`config.mk`:
```
export PLATFORM = sky130hd
export DESIGN_NAME = if_id_skid
export DESIGN_NICKNAME = d
export VERILOG_FILES = /design/src/rtl/if_id_skid.sv
export SDC_FILE = /design/constraint.sdc
export NUM_CORES = 1
export LEC_CHECK = 0
export ABC_AREA = 1
export BUFFER_PORTS_ARGS = -buffer_cell sky130_fd_sc_hd__buf_2
export CAP_MARGIN = 15
export CORE_ASPECT_RATIO = 1.2
export CORE_UTILIZATION = 53
export CTS_CLUSTER_DIAMETER = 80
export CTS_CLUSTER_SIZE = 16
export DETAILED_ROUTE_END_ITERATION = 16
export MAX_ROUTING_LAYER = met4
export PLACE_DENSITY = 0.87
export SYNTH_ARGS = -nofsm -noshare
export SYNTH_HDL_FRONTEND = slang
export SYNTH_SLANG_ARGS = --single-unit
```
`constraint.sdc`:
```
create_clock -name clk -period 2.2 [get_ports clk]
set_clock_uncertainty 0.05 [all_clocks]
set_input_delay 0.11 -clock clk [delete_from_list [all_inputs] [get_ports clk]]
set_output_delay 0.11 -clock clk [all_outputs]
set_load 0.02 [all_outputs]
```
`src/rtl/if_id_skid.sv`:
```
// if_id_skid: IF/ID pipeline register with a valid/ready handshake, a two-entry skid buffer, flush, byte swap and a stall counter
module if_id_skid #(
  parameter int ADDR_W  = 32,
  parameter int INST_W  = 32,
  parameter int SWAP_EN = 1,
  parameter int CNT_W   = 16
) (
  input  logic              clk,
  input  logic              rst,
  input  logic              flush_i,
  input  logic              if_valid_i,
  output logic              if_ready_o,
  input  logic [ADDR_W-1:0] if_pc_i,
  input  logic [INST_W-1:0] if_inst_i,
  output logic              id_valid_o,
  input  logic              id_ready_i,
  output logic [ADDR_W-1:0] id_pc_o,
  output logic [INST_W-1:0] id_inst_o,
  output logic [CNT_W-1:0]  stall_cnt_o
);
  typedef enum logic [1:0] {EMPTY, FULL, SKID} state_t;
  state_t state, state_n;
  logic acc, con, ld_main, ld_skid, mv_skid;
  logic [ADDR_W-1:0] skid_pc;
  logic [INST_W-1:0] skid_inst, in_x;
  function automatic logic [INST_W-1:0] xf(input logic [INST_W-1:0] d);
    xf = d;
    if (SWAP_EN != 0)
      for (int k = 0; k < INST_W / 8; k++) xf[8*k +: 8] = d[INST_W-8-8*k +: 8];
  endfunction
  assign acc        = if_valid_i & if_ready_o;
  assign con        = id_valid_o & id_ready_i;
  assign id_valid_o = state != EMPTY;
  assign in_x       = xf(if_inst_i);
  // next state and load steering; the skid entry is always the younger instruction
  always_comb begin
    state_n = state;
    ld_main = 1'b0;
    ld_skid = 1'b0;
    mv_skid = 1'b0;
    case (state)
      EMPTY: begin
        ld_main = acc;
        state_n = acc ? FULL : EMPTY;
      end
      FULL: begin
        ld_main = acc & con;
        ld_skid = acc & ~con;
        state_n = (acc & ~con) ? SKID : (con & ~acc) ? EMPTY : FULL;
      end
      SKID: begin
        mv_skid = con;
        state_n = con ? FULL : SKID;
      end
      default: state_n = EMPTY;
    endcase
  end
  // state register; ready is registered as "skid entry will be empty"
  always_ff @(posedge clk) begin
    if (rst || flush_i) begin
      state      <= EMPTY;
      if_ready_o <= 1'b1;
    end else begin
      state      <= state_n;
      if_ready_o <= state_n != SKID;
    end
  end
  // main and skid data entries
  always_ff @(posedge clk) begin
    if (rst || flush_i) begin
      id_pc_o   <= '0;
      id_inst_o <= '0;
      skid_pc   <= '0;
      skid_inst <= '0;
    end else begin
      if (ld_main) begin
        id_pc_o   <= if_pc_i;
        id_inst_o <= in_x;
      end else if (mv_skid) begin
        id_pc_o   <= skid_pc;
        id_inst_o <= skid_inst;
      end
      if (ld_skid) begin
        skid_pc   <= if_pc_i;
        skid_inst <= in_x;
      end
    end
  end
  // saturating stall counter, deliberately untouched by flush
  always_ff @(posedge clk) begin
    if (rst) stall_cnt_o <= '0;
    else if (id_valid_o && !id_ready_i && !(&stall_cnt_o)) stall_cnt_o <= stall_cnt_o + 1'b1;
  end
endmodule

```
Yosys cells after proc, flatten, opt, wreduce, memory -nomap -nowiden
Index checks and enable logic that the tools add are counted.
{"block": "word_totals", "ff_bits": 147, "latch_bits": 0, "ram_bits": 0, "mem_bits_ro": 0, "input_bits": 69, "out_inout_bits": 82, "word_cells": 39, "n_memories": 0}
{"block": "op_classes", "n_addsub": 1, "multipliers": 0, "div": 0, "magnitude_cmp": 0, "n_eq_ne": 3, "shifts": 0, "mux": 12, "bitwise_logic": 7, "reduce_logical": 9}
{"op": "$mux W32", "n": 4}
{"op": "$add A16 B1 Y16 const B", "n": 1}
{"op": "$reduce_and A16 Y1", "n": 1}
{"op": "$pmux W2 S3", "n": 1}
{"op": "$and A1 B1 Y1", "n": 5}
{"op": "$mux W1", "n": 4}
{"op": "$mux W2", "n": 2}
{"op": "$reduce_bool A2 Y1", "n": 2}
{"op": "$eq A2 B1 Y1 const B", "n": 1}
{"op": "$eq A2 B2 Y1 const B", "n": 1}
{"op": "$logic_and A1 B1 Y1", "n": 2}
{"op": "$logic_not A1 Y1", "n": 2}
{"op": "$logic_not A2 Y1", "n": 1}
{"op": "$ne A2 B2 Y1 const B", "n": 1}
{"op": "$not A1 Y1", "n": 2}
{"op": "$pmux W1 S2", "n": 1}
{"op": "$logic_or A1 B1 Y1", "n": 1}

Longest topological paths before layout
Gate-level depths: netlist of the first run.
{"block": "depth", "depth_word": 7, "depth_mapped": 9, "ltp_nobuf": 9}

Least setup slack after synthesis of the first run
Ideal clock, no wire load.
{"block": "synth_timing", "path_kind": "reg2reg", "from": "register state[0]", "to": "register skid_pc[21]", "setup_ns": 0.128, "arrival_ns": 1.569, "required_time_ns": 2.022, "setup_slack_ns": 0.453, "stages_incl_launch_ff": 9, "path_buffers": 2, "synth_period_minus_slack_ns": 1.747, "cell_sequence": "dfxtp_1 nor2_1 inv_1 nand2_1 ha_1 nand3_1 clkbuf_1 clkbuf_1 a21oi_1"}
{"block": "synth_via", "elab_chain_len": 5, "elab_cells_between_ends": 6, "classes_between": "eq/ne (1); mux (1); bitwise (3); reduce/logical (1)"}
{"item": "start: declaration", "line_no": "22", "rtl": "state_t state, state_n;"}
{"item": "start signal: assignment", "line_no": "64", "rtl": "state <= state_n;"}
{"item": "$reduce_bool A2 Y1", "line_no": "33", "rtl": "assign id_valid_o = state != EMPTY;"}
{"item": "named net id_valid_o", "line_no": "15", "rtl": "output logic id_valid_o,"}
{"item": "$and A1 B1 Y1", "line_no": "32", "rtl": "assign con = id_valid_o & id_ready_i;"}
{"item": "$not A1 Y1", "line_no": "48", "rtl": "ld_skid = acc & ~con;"}
{"item": "$and A1 B1 Y1", "line_no": "48"}
{"item": "$mux W1", "line_no": "41", "rtl": "case (state)"}
{"item": "end signal: assignment", "line_no": "84", "rtl": "skid_pc <= if_pc_i;"}
{"item": "end: declaration", "line_no": "24", "rtl": "logic [ADDR_W-1:0] skid_pc;"}
The timed path passes the listed nets, and every way through them passes these cells.
A chain may end at the register's enable or synchronous reset.

Final worst setup path of the first run
{"block": "layout_timing", "from": "input id_ready_i", "to": "register id_pc_o[14]"}
{"block": "layout_via", "elab_chain_len": 4, "elab_cells_between_ends": 6, "classes_between": "mux (3); bitwise (2); reduce/logical (1)"}
{"item": "start: declaration", "line_no": "16", "rtl": "input logic id_ready_i,"}
{"item": "$and A1 B1 Y1 (*)", "line_no": "32"}
{"item": "$and A1 B1 Y1", "line_no": "47", "rtl": "ld_main = acc & con;"}
{"item": "$pmux W1 S2", "line_no": "41"}
{"item": "$mux W32 / $reduce_bool A2 Y1 (equally long branches)"}
{"item": "end signal: assignment", "line_no": "77", "rtl": "id_pc_o <= if_pc_i;"}
{"item": "end signal: assignment", "line_no": "80", "rtl": "id_pc_o <= skid_pc;"}
{"item": "end: declaration", "line_no": "17", "rtl": "output logic [ADDR_W-1:0] id_pc_o,"}
Every way passes the cells marked *; elsewhere a longest branch is shown, timed or not.

==> results of run 1 <==
metrics by stage:
stage / std cells / setup slack [ps]
floorplan: 810 / 453
global placement: 1060 / 453
detailed placement: 1060 / 344
CTS: 1156 / 350
global route: 1156 / 128
finish: 1156 / 270
cell usage in the layout, fill, tap and decap left out, types with 6 or more instances in the layout:
master,n
sky130_fd_sc_hd__buf_4,7
sky130_fd_sc_hd__nand2_1,119
sky130_fd_sc_hd__o21ai_1,12
sky130_fd_sc_hd__nand3_1,11
sky130_fd_sc_hd__a31oi_1,64
sky130_fd_sc_hd__buf_2,150
sky130_fd_sc_hd__clkbuf_16,17
sky130_fd_sc_hd__nand4_1,6
sky130_fd_sc_hd__dfxtp_1,147
sky130_fd_sc_hd__dlygate4sd3_1,66
sky130_fd_sc_hd__a21oi_1,76
sky130_fd_sc_hd__o21ai_0,183
sky130_fd_sc_hd__nor2_1,27
sky130_fd_sc_hd__inv_1,77
per-layer routing:
layer	vias up	track usage, %
met5	-	-
met3	54	5.30
met1	2859	33.9
met2	274	48.4
met4	0	13.9
li1	3110	-
cells by family after synthesis:
| family | after synthesis |
|---|---|
| AOI/OAI and AO/OA | 336 |
| xor gates and xnor gates | 6 |
| adders and majority gates | 2 |
| buffers and inverters | 146 |
| DFF | 147 |
| and+or+nand+nor | 173 |
where the power goes:
part / internal, mW / leakage, nW / switching, mW / total, mW
combinational: 0.250 / 1.60 / 0.359 / 0.609
sequential: 2.74 / 1.19 / 0.0421 / 2.78
clock: 1.86 / 0.283 / 1.06 / 2.92
total: 4.85 / 3.08 / 1.46 / 6.31
timing repair:
item                                    CTS  global route
endpoints found under the hold margin   130             0
hold buffers                             66             0
endpoints found under the setup margin    0             0
area by class of cell:
class / instances / area [um2]
Inverter: 80 / 300
Clock buffer: 21 / 470
Sequential cell: 147 / 2940
Tap cell: 154 / 193
Timing Repair Buffer: 228 / 1560
Fill cell: 861 / 2960
Clock inverter: 9 / 130
Multi-Input combinational cell: 517 / 2580
sequential cells by signal (all words and copies together), names as in the netlist:
signal       cells
id_inst_o       32
id_pc_o         32
if_ready_o       1
skid_inst       32
skid_pc         32
stall_cnt_o     16
state            2
worst max-delay path, delay by kind of cell:
kind,cells,cell delay [ps]
and+or+nand+nor,2,280
AOI/OAI and AO/OA,2,460
buffers and inverters,4,1320
final timing paths:
| path | from | slack (ps) | endpoint | cells past startpoint |
|---|---|---|---|---|
| max reg2reg | state[0]$_SDFF_PP0_ | 300 | skid_pc[0]$_SDFFE_PP0P_ | 8 |
| min | if_valid_i | 90 | if_ready_o$_SDFF_PP1_ | 5 |
| min reg2reg | skid_inst[28]$_SDFFE_PP0P_ | 390 | skid_inst[28]$_SDFFE_PP0P_ | 2 |
| max | id_ready_i | 270 | id_pc_o[14]$_SDFFE_PP0P_ | 8 |
==> Flow_metrics.wiki, run 1 <==
{| class="wikitable"
! Metric !! Value
|-
| Crit path required time || 2460 ps
|-
| Final period demand of the worst path || between 1500 and 2000 ps
|-
| Type of the worst min-delay path || in -> reg
|-
| Setup total negative slack || 0 ps
|-
| Count of state elements after synthesis || ~150
|-
| End-of-flow core utilization || 73.5%
|-
| Biggest area contributors in the synthesized netlist || sky130_fd_sc_hd__dfxtp_1 (48%), sky130_fd_sc_hd__o21ai_0 (15%), sky130_fd_sc_hd__nand2_1 (7.3%), sky130_fd_sc_hd__a31oi_1 (6.6%), sky130_fd_sc_hd__a21oi_1 (6.2%)
|-
| Kind of critical path || in -> reg
|-
| Post-route clock period utilization || 87.7%
|-
| Most used flip-flop cell after synthesis || sky130_fd_sc_hd__dfxtp_1
|-
| Slowest stage delay, CP || between 500 and 600 ps
|-
| Initial antenna violation count || 0
|-
| Number of enable-type register cells in the synthesized netlist || 0
|-
| Count of port buffers added during placement || 150
|-
| Highest metal layer used by the detailed router || met4
|-
| Number of cells produced by synthesis || 810
|-
| Count of warnings emitted by yosys || 0
|-
| Netlist area before placement || 6100 um2
|-
| Share of the synthesized area in the top cell type || 48.2%
|-
| Starting density of the core || 54.8%
|-
| Synth cell count leaders || sky130_fd_sc_hd__o21ai_0 (183), sky130_fd_sc_hd__dfxtp_1 (147), sky130_fd_sc_hd__nand2_1 (119)
|-
| Synthesized-area fraction occupied by adder cells || less than 1%
|-
| Post-detailed-route DRC marker count || 0
|-
| Core region area || between 10000 and 15000 um2
|-
| Average cell area after synthesis || 7.54 um2
|-
| Arrival time worst endpoint || 2190 ps
|-
| Finished Cell Area || 8190 um2
|-
| Max Transition Viols Final || 0
|-
| Share of cell area taken by muxes after synthesis || 0%
|-
| Via density per instance || 5.45
|-
| CTS-repair resized insts || 0
|-
| Number of rows in the core area || between 40 and 50
|-
| F_max || about 0.52 GHz
|-
| Net Count, Synth || 881
|-
| Number of nets at the end of the flow || around 1100
|-
| Async S/R FF share, synth || 0%
|-
| Cells along the critical path || dlygate4sd3_1 -> buf_2 -> inv_2 -> nand2_1 -> nand3_4 -> buf_4 -> o21ai_0 -> a31oi_1
|-
| Maximum fanout along the worst path || between 40 and 50
|-
| Leakage power figure || just over 3 nW
|-
| Sum of met2 wire segment lengths after detailed routing || 8370 um
|-
| Peak supply drop || 0.000545 V
|-
| Compound-Gate Fraction of Synth Area || 28.9%
|-
| First-pass iteration count of the detailed router || 6
|-
| Fraction of the yosys area taken by sequential cells || about 48%
|-
| Area share of and/or/nand/nor cells after synthesis || between 10% and 20%
|-
| Weighted congestion reported at the end of routability-driven placement || 0.821
|-
| Share of post-route cells with drive strength above 1 || ~20%
|-
| Number of global-route vias before repair || roughly 5800
|-
| Final setup vio count || 0
|-
| Post-synthesis to final-layout area growth || 34.1%
|-
| First-pass GRT wire length || around 27000 um
|-
| PnR Total Power || ~6.3 mW
|-
| Cell with the most instances after synthesis || sky130_fd_sc_hd__o21ai_0
|-
| Max-capacitance violation count || 0
|-
| DRT iter0 DRCs || approximately 510
|-
| Setup repair after global routing missed its margin || false
|-
| # IOs || 151
|-
| Met3 wire len || 958 um
|-
| Die span in x || 100 um
|-
| Clk_lat worst skew || around 410 ps
|-
| Post-route ant nets || 0
|-
| Detailed-route wire length on metal 1 || 6750 um
|-
| Number of buffers inserted during clock tree synthesis || 17
|-
| Overflow after GRT || 0
|-
| CTS Root Buffer Type || sky130_fd_sc_hd__clkbuf_16
|-
| Total length of routed wires || 16600 um
|-
| Pin slew with the least headroom to its limit || 515 ps
|-
| Number of hold violations in the final report || 0
|-
| Die outline area || 12000 um2
|-
| Power density cells || 770 nW/um2
|-
| Maximum number of pins on one net before global-route repair || 130
|-
| Average wire length per cell after detail routing || 14.4 um
|-
| Global-route total usage across every layer || 29.1%
|-
| Clk pin slew, worst setup/hold paths || 60 ps
|-
| Deepest level of the CTS H-tree || 4
|-
| Unique masters post-synth || 25
|-
| Maximum clock path buffer count || 2
|-
| Worst-case headroom to the max-slew limit || 65.6%
|-
| Detailed-route via count || about 6300
|-
| Startpoint kind of the worst setup timing path || input port
|-
| Status || finished, final reports clean
|-
| Xor and xnor fraction of the mapped netlist area || less than 1%
|-
| Vertical extent of the die || 120 um
|-
| TritonCTS clock tree || yes
|-
| Cell with the biggest individual delay on the critical path || sky130_fd_sc_hd__dlygate4sd3_1
|-
| Cell area reported after detailed placement || just under 7000 um2
|-
| Yosys top cell by area || sky130_fd_sc_hd__dfxtp_1
|-
| Post-route worst hold slack || 91.8 ps
|-
| Count of buffers added by post-CTS timing repair for setup || 0
|-
| Largest family of logic cells by synthesized area || compound AO/OA/AOI/OAI gates
|-
| Critical Path End Type || flip-flop
|-
| Inserted Diodes || 0
|-
| DP HPWL || about 9400 um
|-
| Number of sinks driven by the clock tree || 147
|}
No activity file was read; power rests on OpenSTA's default activity.
==> inputs of run 2 (changes only) <==
--- a/config.mk
+++ b/config.mk
@@ -5,7 +5,7 @@
 export SDC_FILE = /design/constraint.sdc
 export NUM_CORES = 1
 export LEC_CHECK = 0
-export ABC_AREA = 1
+export ABC_AREA = 0
 export BUFFER_PORTS_ARGS = -buffer_cell sky130_fd_sc_hd__buf_2
 export CAP_MARGIN = 15
 export CORE_ASPECT_RATIO = 1.2
@@ -14,7 +14,7 @@
 export CTS_CLUSTER_SIZE = 16
 export DETAILED_ROUTE_END_ITERATION = 16
 export MAX_ROUTING_LAYER = met4
-export PLACE_DENSITY = 0.87
+export PLACE_DENSITY = 0.88
 export SYNTH_ARGS = -nofsm -noshare
 export SYNTH_HDL_FRONTEND = slang
 export SYNTH_SLANG_ARGS = --single-unit
==> run 2 against run 1 <==
Effect of this change:
- global-route usage decreased by 0.99 points
- critical path depth decreased by 1
- synthesized area decreased by 0.76%
- hold slack got worse by 76 ps
- combinational power decreased by 1%
- largest power group unchanged
==> Flow_metrics.wiki, run 2 <==
{| class="wikitable"
! Metric !! Value
|-
| Total length of routed wires || 16000 um
|-
| Most used flip-flop cell after synthesis || sky130_fd_sc_hd__dfxtp_1
|-
| TritonCTS clock tree || yes
|-
| Global-route total usage across every layer || 28.1%
|-
| Clk pin slew, worst setup/hold paths || around 60 ps
|-
| Initial antenna violation count || 0
|-
| Startpoint kind of the worst setup timing path || flip-flop
|-
| Inserted Diodes || 0
|-
| Worst hold path depth || 3
|-
| Number of sinks driven by the clock tree || 147
|-
| Count of port buffers added during placement || 150
|-
| Final period demand of the worst path || 2030 ps
|-
| Power share of the clock group || 47.5%
|-
| Yosys top cell by area || sky130_fd_sc_hd__dfxtp_1
|-
| Count of warnings emitted by yosys || 0
|-
| # IOs || 151
|-
| Seq pwr share || 43.1%
|-
| Cell with the biggest individual delay on the critical path || sky130_fd_sc_hd__dfxtp_1
|-
| Average wire length per cell after detail routing || 15.3 um
|-
| Peak supply drop || 0.000535 V
|-
| Worst-case headroom to the max-slew limit || 67.6%
|-
| Crit path required time || 2470 ps
|-
| Arrival time worst endpoint || 2300 ps
|-
| Deepest level of the CTS H-tree || 4
|-
| Number of enable-type register cells in the synthesized netlist || 0
|-
| Max Transition Viols Final || 0
|-
| DP Cell Count || 952
|-
| Final setup vio count || 0
|-
| Die span in x || roughly 100 um
|-
| Pin slew with the least headroom to its limit || 487 ps
|-
| Power density cells || 784 nW/um2
|-
| CTS-repair resized insts || 0
|-
| Cell with the most instances after synthesis || sky130_fd_sc_hd__dfxtp_1
|-
| Dominant delay contributor by cell family on the critical path || simple AND/OR/NAND/NOR gates
|-
| Unique masters post-synth || 46
|-
| Core region area || 11100 um2
|-
| Number of global-route vias before repair || roughly 5600
|-
| Fraction of the yosys area taken by sequential cells || 48.6%
|-
| Design internal power || 4.97 mW
|-
| Slowest stage delay, CP || 400 ps
|-
| Via density per instance || 5.39
|-
| Multi-input logic area || 2820 um2
|-
| Share of post-route cells with drive strength above 1 || 23.7%
|-
| Number of rows in the core area || 42
|-
| Number of nets at the end of the flow || 952
|-
| Commonest cells after routing, fill and taps aside || sky130_fd_sc_hd__buf_2 (150), sky130_fd_sc_hd__dfxtp_1 (147), sky130_fd_sc_hd__nand2_1 (135), sky130_fd_sc_hd__nor2_1 (75), sky130_fd_sc_hd__a21oi_1 (75)
|-
| Maximum clock path buffer count || 2
|-
| Proportion of total power due to net switching || roughly 23%
|-
| Area used by sequential logic in the layout || about 2900 um2
|-
| Post-detailed-route DRC marker count || 0
|-
| F_max || 0.493 GHz
|-
| Setup repair after global routing missed its margin || false
|-
| Overflow after GRT || 0
|-
| Detailed-route via count || 5642
|-
| DP HPWL || 9220 um
|-
| Async S/R FF share, synth || 0%
|-
| Worst-case setup margin in the final layout || 171 ps
|-
| Most used cell along the critical path || sky130_fd_sc_hd__nand2_1
|-
| First-pass GRT wire length || 26000 um
|-
| Weighted congestion reported at the end of routability-driven placement || 0.796
|-
| Post-synthesis to final-layout area growth || 35.3%
|-
| Post-route clock period utilization || 92.2%
|-
| Path depth of the worst reg2reg path || 7
|-
| DRT iter0 DRCs || 369
|-
| Leakage power figure || around 3.7 nW
|-
| First-pass iteration count of the detailed router || 4
|-
| Internal reg-to-reg setup slack || 170 ps
|-
| Netlist area before placement || 6060 um2
|-
| Average cell area after synthesis || 8.79 um2
|-
| Share of the synthesized area in the top cell type || 48.6%
|-
| Cells along the critical path || or2_2 -> nand2_1 -> ha_1 -> and3_2 -> buf_4 -> nand2_1 -> a21oi_1
|-
| Sum of buffers and inverters on the critical path || 1
|-
| Type of the worst min-delay path || in -> reg
|-
| Filler Cell Count || 735
|-
| Net Count, Synth || 760
|-
| Kind of critical path || reg -> reg
|-
| Starting density of the core || between 50 and 60%
|-
| Synth cell count leaders || sky130_fd_sc_hd__dfxtp_1 (147), sky130_fd_sc_hd__nand2_1 (135), sky130_fd_sc_hd__a21oi_1 (75), sky130_fd_sc_hd__nor2_1 (75), sky130_fd_sc_hd__mux2i_1 (65)
|-
| Critical Path End Type || flip-flop
|-
| Portion of total power attributed to combinational logic || roughly a tenth
|-
| Max-capacitance violation count || 0
|-
| Switch Pwr || roughly 1.5 mW
|-
| Number of cells produced by synthesis || about 700
|-
| Setup total negative slack || 0 ps
|-
| Number of hold violations in the final report || 0
|-
| Most common cell after layout, fill and taps aside || sky130_fd_sc_hd__buf_2
|-
| Maximum number of pins on one net before global-route repair || 84
|-
| Post-route ant nets || 0
|-
| Biggest area contributors in the synthesized netlist || sky130_fd_sc_hd__dfxtp_1 (49%), sky130_fd_sc_hd__mux2i_1 (11%), sky130_fd_sc_hd__nand2_1 (8.4%), sky130_fd_sc_hd__a211oi_1 (7.9%), sky130_fd_sc_hd__a21oi_1 (6.2%)
|-
| Pre-CTS WS || 220 ps
|-
| Count of cell instances traversed by the critical path || 7
|-
| Die outline area || roughly 12000 um2
|-
| Count of state elements after synthesis || 147
|-
| Clk_lat worst skew || 410 ps
|-
| Vertical extent of the die || approximately 120 um
|-
| Number of buffers inserted during clock tree synthesis || 17
|-
| Status || finished, final reports clean
|-
| CTS Root Buffer Type || sky130_fd_sc_hd__clkbuf_16
|-
| Final non-filler cell total || 1047
|-
| Maximum fanout along the worst path || 16
|}
-- run 2: logic make-up (layout without fill, tap and decap cells) --
group           count (synthesis)  in the layout  share of synthesized area, %
flops                         147            147                          48.6
simple gates                  253            253                          18.0
fa+ha+maj                       2              2                         0.413
compound gates                155            155                          16.2
mux                            69             69                          11.5
buf+inv                        63            267                          5.33
-- run 2: stage by stage --
| step | hold WS, ps | total power [mW] | utilization (%) | cell area [um2] |
|---|---|---|---|---|
| floorplan | 196 | 3.12 | - | 6060 |
| global placement | 312 | 3.31 | 62.5 | 6930 |
| detailed placement | 319 | 3.32 | 62.5 | 6930 |
| CTS | 1.12 | 6.44 | 73.9 | 8200 |
| global route | 25.2 | 6.64 | 73.9 | 8200 |
| finish | 15.7 | 6.42 | 73.9 | 8200 |
-- run 2: path summary, 6_finish.rpt --
| check | from | end |
|---|---|---|
| worst max-delay path | state[0]$_SDFF_PP0_ | skid_inst[1]$_SDFFE_PP0P_ |
| worst min-delay path | id_ready_i | state[1]$_SDFF_PP0_ |
| worst max register to register | state[0]$_SDFF_PP0_ | skid_inst[1]$_SDFFE_PP0P_ |
| worst min register to register | skid_pc[17]$_SDFFE_PP0P_ | skid_pc[17]$_SDFFE_PP0P_ |
-- run 2: repair_timing --
action,in CTS,in global routing
endpoints found under the hold margin,128,0
buffers inserted,0,0
hold buffers,64,0
-- run 2: worst reg2reg max path: stages, from the launching register on --
cell	delay [ps]
sky130_fd_sc_hd__dfxtp_1	400
sky130_fd_sc_hd__or2_2	320
sky130_fd_sc_hd__nand2_1	70
sky130_fd_sc_hd__ha_1	170
sky130_fd_sc_hd__and3_2	380
sky130_fd_sc_hd__buf_4	280
sky130_fd_sc_hd__nand2_1	90
sky130_fd_sc_hd__a21oi_1	170
-- run 2: final cells by class --
class	instances	share of cell area [%]
Tap cell	154	2.35
Clock inverter	9	1.86
Sequential cell	147	35.9
Multi-Input combinational cell	479	34.4
Timing Repair Buffer	229	19.4
Inverter	7	0.321
Clock buffer	22	5.79
-- run 2: power groups by stage --
stage	combinational [mW]	clock (mW)	sequential, mW
3_3_place_gp	0.491	0	2.82
4_1_cts	0.591	3.08	2.77
6_report	0.603	3.05	2.77
5_1_grt	0.652	3.21	2.78
2_1_floorplan	0.232	0	2.89
3_5_place_dp	0.498	0	2.83
-- run 2: metal layers --
layer  up-vias  share of wire [%]  track usage (%)
met3        42                4.7             6.28
met4         0                2.7             11.3
met2       194                 51             48.3
met5         -                  0                -
met1      2625                 41             31.3
li1       2781                  -                -
